### config.mk
export PLATFORM = sky130hd
export DESIGN_NAME = i2c_master_timebase
export DESIGN_NICKNAME = d
export VERILOG_FILES = /design/src/rtl/i2c_master_pkg.sv /design/src/rtl/i2c_stretch_detect.sv /design/src/rtl/i2c_master_timebase.sv
export SDC_FILE = /design/constraint.sdc
export NUM_CORES = 1
export LEC_CHECK = 0
export CAP_MARGIN = 20
export CORE_MARGIN = 10
export CORE_UTILIZATION = 35
export CTS_CLUSTER_SIZE = 28
export DETAILED_ROUTE_END_ITERATION = 10
export MAX_ROUTING_LAYER = met4
export SYNTH_ARGS = -nofsm -noshare
export SYNTH_HDL_FRONTEND = slang
export SYNTH_HIERARCHICAL = 1
export SYNTH_SLANG_ARGS = --single-unit
export TNS_END_PERCENT = 50
### constraint.sdc
create_clock -name clk -period 1.6 [get_ports clk]
set_clock_uncertainty 0.05 [all_clocks]
set_input_delay 0.16 -clock clk [delete_from_list [all_inputs] [get_ports clk]]
set_output_delay 0.16 -clock clk [all_outputs]
set_load 0.03 [all_outputs]
### src/rtl/i2c_master_pkg.sv
// Shared constants for the I2C master bit-timing logic.
package i2c_master_pkg;

  localparam int unsigned CNT_W       = 10;
  localparam int unsigned TIMEOUT_CYC = 4096;

  localparam logic [1:0] SEG_NE   = 2'd0;
  localparam logic [1:0] SEG_WBIT = 2'd1;
  localparam logic [1:0] SEG_PE   = 2'd2;
  localparam logic [1:0] SEG_RBIT = 2'd3;

endpackage

### src/rtl/i2c_stretch_detect.sv
// SCL synchronizer and clock-stretch flag for the I2C master timebase.
// Optional stretch timeout enabled by defining I2C_STRETCH_TIMEOUT_EN.
module i2c_stretch_detect import i2c_master_pkg::*; #(
  parameter int unsigned SYNC_STAGES = 2,
  parameter int unsigned TIMEOUT_CYC = i2c_master_pkg::TIMEOUT_CYC
) (
  input  logic clk,
  input  logic reset,
  input  logic i_waiting,
  input  logic i_pe,
  input  logic i_rbit,
  input  logic i_scl,
  output logic o_stretch,
  output logic o_stretch_timeout
);

  logic [SYNC_STAGES-1:0] r_sync;
  logic                   r_stretch;
  logic                   w_stretch_d;
  logic                   w_scl_sync;
  logic                   w_to_hit;

  // The synchronizer is flushed at pe: samples taken before the master released
  // SCL are stale, so a release is only trusted once a fresh high has propagated.
  always_ff @(posedge clk or negedge reset) begin
    if (!reset) begin
      r_sync <= '1;
    end else if (i_pe) begin
      r_sync <= '0;
    end else begin
      r_sync <= {r_sync[SYNC_STAGES-2:0], i_scl};
    end
  end

  assign w_scl_sync = r_sync[SYNC_STAGES-1];

`ifdef I2C_STRETCH_TIMEOUT_EN
  localparam logic [15:0] ToLast = 16'(TIMEOUT_CYC - 1);

  logic [15:0] r_to_cnt;
  logic        r_timeout;

  assign w_to_hit = r_stretch && (r_to_cnt == ToLast);

  always_ff @(posedge clk or negedge reset) begin
    if (!reset) begin
      r_to_cnt  <= '0;
      r_timeout <= 1'b0;
    end else begin
      r_to_cnt <= r_stretch ? r_to_cnt + 16'd1 : 16'd0;
      if (i_waiting) begin
        r_timeout <= 1'b0;
      end else if (w_to_hit && !i_rbit && !i_pe) begin
        r_timeout <= 1'b1;
      end
    end
  end

  assign o_stretch_timeout = r_timeout;
`else
  logic [31:0] w_timeout_unused;

  assign w_timeout_unused  = TIMEOUT_CYC;
  assign w_to_hit          = 1'b0;
  assign o_stretch_timeout = 1'b0;
`endif

  always_comb begin
    w_stretch_d = r_stretch;
    if (i_waiting || i_rbit) begin
      w_stretch_d = 1'b0;
    end else if (i_pe) begin
      w_stretch_d = 1'b1;
    end else if (w_to_hit) begin
      w_stretch_d = 1'b0;
    end else if (r_stretch && w_scl_sync) begin
      w_stretch_d = 1'b0;
    end
  end

  always_ff @(posedge clk or negedge reset) begin
    if (!reset) begin
      r_stretch <= 1'b0;
    end else begin
      r_stretch <= w_stretch_d;
    end
  end

  assign o_stretch = r_stretch;

endmodule

### src/rtl/i2c_master_timebase.sv
// Quarter-bit phase counter and segment strobes for the I2C master FSM.
// Stretch timeout is included when I2C_STRETCH_TIMEOUT_EN is defined.
module i2c_master_timebase import i2c_master_pkg::*; #(
  parameter int unsigned CNT_W       = i2c_master_pkg::CNT_W,
  parameter int unsigned SYNC_STAGES = 2,
  parameter int unsigned TIMEOUT_CYC = i2c_master_pkg::TIMEOUT_CYC
) (
  input  logic             clk,
  input  logic             reset,
  input  logic             waiting,
  input  logic             scl,
  output logic [CNT_W-1:0] count,
  output logic             stretch,
  output logic             ne,
  output logic             wbit,
  output logic             pe,
  output logic             rbit,
  output logic             stretch_timeout
);

  localparam logic [CNT_W-1:0] CntOne = {{(CNT_W-1){1'b0}}, 1'b1};

  logic [CNT_W-1:0] r_count;
  logic [1:0]       w_seg;
  logic             w_seg_start;
  logic             w_stretch;

  always_ff @(posedge clk or negedge reset) begin
    if (!reset) begin
      r_count <= '0;
    end else if (waiting) begin
      r_count <= '0;
    end else if (!w_stretch) begin
      r_count <= r_count + CntOne;
    end
  end

  assign w_seg       = r_count[CNT_W-1 -: 2];
  assign w_seg_start = (r_count[CNT_W-3:0] == '0);

  assign ne   = w_seg_start && (w_seg == SEG_NE);
  assign wbit = w_seg_start && (w_seg == SEG_WBIT);
  assign pe   = w_seg_start && (w_seg == SEG_PE);
  assign rbit = w_seg_start && (w_seg == SEG_RBIT);

  i2c_stretch_detect #(
    .SYNC_STAGES (SYNC_STAGES),
    .TIMEOUT_CYC (TIMEOUT_CYC)
  ) u_stretch (
    .clk               (clk),
    .reset             (reset),
    .i_waiting         (waiting),
    .i_pe              (pe),
    .i_rbit            (rbit),
    .i_scl             (scl),
    .o_stretch         (w_stretch),
    .o_stretch_timeout (stretch_timeout)
  );

  assign count   = r_count;
  assign stretch = w_stretch;

endmodule

==> results of run 1 <==
metal layers:
| layer | GRT usage | vias up | routed length, µm |
|---|---|---|---|
| met5 | - | - | 0 |
| met4 | 0.05615 | 0 | 29 |
| met3 | 0.03390 | 4 | 84 |
| met2 | 0.1564 | 14 | 956 |
| met1 | 0.1089 | 303 | 781 |
| li1 | - | 309 | - |
cell type report:
class	count	area, µm²	share of cell area
multi-input cells	54	455.4	0.4136
inverters	5	18.77	0.01705
repair buffers	27	235.2	0.2136
clock buffers	4	26.28	0.02386
flip-flops and latches	13	331.6	0.3011
well taps	27	33.78	0.03068
power by group:
group          internal [mW]  switching [mW]
combinational         0.0574          0.0794
clock                 0.0968           0.114
sequential             0.341         0.00871
total                  0.495           0.202
flip-flops by register name, summed over array words and instances (netlist names):
register	cells
count	10
u_stretch/r_sync	2
u_stretch/o_stretch	1
cell families (layout without fill, tap and decap cells):
family,count (synthesis),in the layout,synth area share
and+or+nand+nor,38,38,0.3018
adders and majority gates,2,2,0.03508
AOI/OAI and AO/OA,5,5,0.04211
DFF,13,13,0.4596
muxes,5,5,0.07719
buffers and inverters,7,36,0.04211
other,1,1,0.005258
xor gates and xnor gates,3,3,0.03685
cell usage in the layout (no fill, tap or decap), drive strengths merged, types with 3 or more instances in the layout:
master / n
buf: 13
inv: 5
mux2: 4
dlygate4sd2: 10
dfrtp: 11
nor3: 5
clkbuf: 4
nor2: 11
nor4: 4
clkdlybuf4s50: 3
nor2b: 7
nand2: 4
per-stage QoR:
| stage | power [mW] | setup TNS, ps | instances | worst slack (ps) |
|---|---|---|---|---|
| after floorplan | 0.4302 | -196.2 | 74 | -129.7 |
| after global placement | 0.4811 | -60.67 | 124 | -41.89 |
| after detailed placement | 0.4842 | -95.47 | 124 | -56.90 |
| after CTS | 0.6953 | -743.2 | 131 | -191.0 |
| after global routing | 0.7410 | -1246 | 130 | -315.1 |
| final | 0.6968 | -662.3 | 130 | -173.7 |
worst paths after layout:
path	cells after the start	endpoint	slack [ps]	startpoint
worst max-delay path	6	pe	-170	count[0]
worst min-delay path	2	count[2]	120	reset
worst max register to register	5	count[6]	70	count[1]
worst min register to register	1	u_stretch/r_sync[1]	430	u_stretch/r_sync[0]
max in group asynchronous	2	u_stretch/r_sync[0]	1140	reset
min in group clk	2	u_stretch/r_sync[0]	340	scl
what timing repair did:
item / in CTS / in global routing
setup buffers: 3 / 1
pin swaps: 2 / 2
endpoints found under the setup margin: 13 / 12
resized for setup: 13 / 10
hold buffers: 0 / 0
==> metrics.yaml, run 1 <==
status:
  status: "finished with violations"
  failed_checks: "negative setup slack"
sta:
  hold_ws_ps: 121.2
  hold_violations: 0
  period_needed_ps: 1774
  rsz0062_at_grt: "yes"
  fmax_mhz: 563.8
  fin_crit_sh: 1.109
  drv_slew: 0
  final-setup-viol-count: 4
  setup_slack_ps: -173.7
placement:
  dp_hpwl_um: 1350
  placed_cell_area_um2: 1012
  port_buffers: 18
  gp_congestion: 0.7016
critical_path:
  worstSetupPathType: "reg -> out"
  crit_slowest_cell: "dfrtp_2"
  crit_family: "simple AND/OR/NAND/NOR gates"
  crit_buf_inv: 2
  end_kind: "output pin"
  worst_setup_path_start_kind: "flop"
  path_max_fanout: 4
  crit_chain: "inv_2 -> ha_4 -> nor4b_4 -> nand2_2 -> nor3_4 -> buf_6"
  critPathArrivalTime_ps: 1560
  max_stage_delay_ps: 420
  worstPathRequired_ps: 1390
synth:
  ys_seq_area_frac: 0.4596
  synth-async-reset-ratio: 1.000
  synthFlopType: "dfrtp_1"
  syn_nets: 80
  ys_ff_latch: 13
  synth_top_cell_by_area: "dfrtp_1"
  ys_types: 28
  syn_inst: 74
  synth_edf_count: 0
  synth_area_per_cell_um2: 9.638
  synth-warning-count: 6
  synth_top_area_frac: 0.3860
  synthesis.area_um2: 713.2
  synth_common_cells: "dfrtp_1, nor2_1, inv_1, nor2b_1, nor3_1"
  synth_area_leaders: "dfrtp_1, dfstp_2, mux2_2"
drt:
  routed_wl_um: 1852
  route.vias.total: 630
  post_drt_via_cell_ratio: 4.846
  firstDrtPassIters: 4
  route.detailed.drc: 0
  route.antenna.remaining_nets: 0
  route.detailed.wl_per_inst_um: 14.25
  drt_iter0_markers: 5
clock_network:
  cts.sinks: 13
  htree_levels: 1
  cts_buffer_depth: 2
  worstSkewPairLatency_ps: 280
  clk_pin_slew_worst_paths_ps: 80
  tritoncts: "built"
  cts_buffers: 3
  root_buffer: "clkbuf_4"
power_and_ir_drop:
  power_leakage_nw: 0.5078
  power.density_nw_per_um2: 632.8
  vdd_ir_drop_max_mv: 0.4677
final_layout:
  final_cell_area_um2: 1101
  syn_to_final_growth_pct: 54.39
  final_layout_size_suffix_gt1_frac: 0.4175
  diodes: 0
  fillerInstances: 193
  final_util: 0.5670
  final_net_count: 110
global_route:
  antenna_found_initial: 0
  grt_max_degree: 16
  grtUsageTotal: 0.09982
  overflow: 0
  grt_pass1_vias: 680
  grt_pass1_wl_um: 3174
floorplan:
  die_area_um2: 4243
  fp.dieW_um: 65.14
  ioPinCount: 20
  row_count: 16
  core_area_um2: 1942
  die_y_um: 65.14
  start_util: 0.3673
run:
  max_cap_viol_count: 0
worst_hold_path:
  hold_class: "in -> async"
Note: power is estimated with default switching activity, not from simulation.
==> run 2: changes to the inputs <==
--- a/config.mk
+++ b/config.mk
@@ -15,4 +15,3 @@
 export SYNTH_HDL_FRONTEND = slang
 export SYNTH_HIERARCHICAL = 1
 export SYNTH_SLANG_ARGS = --single-unit
-export TNS_END_PERCENT = 50
==> results of run 2 <==
The final DEF is identical to that of run 1; final timing and power are the same.
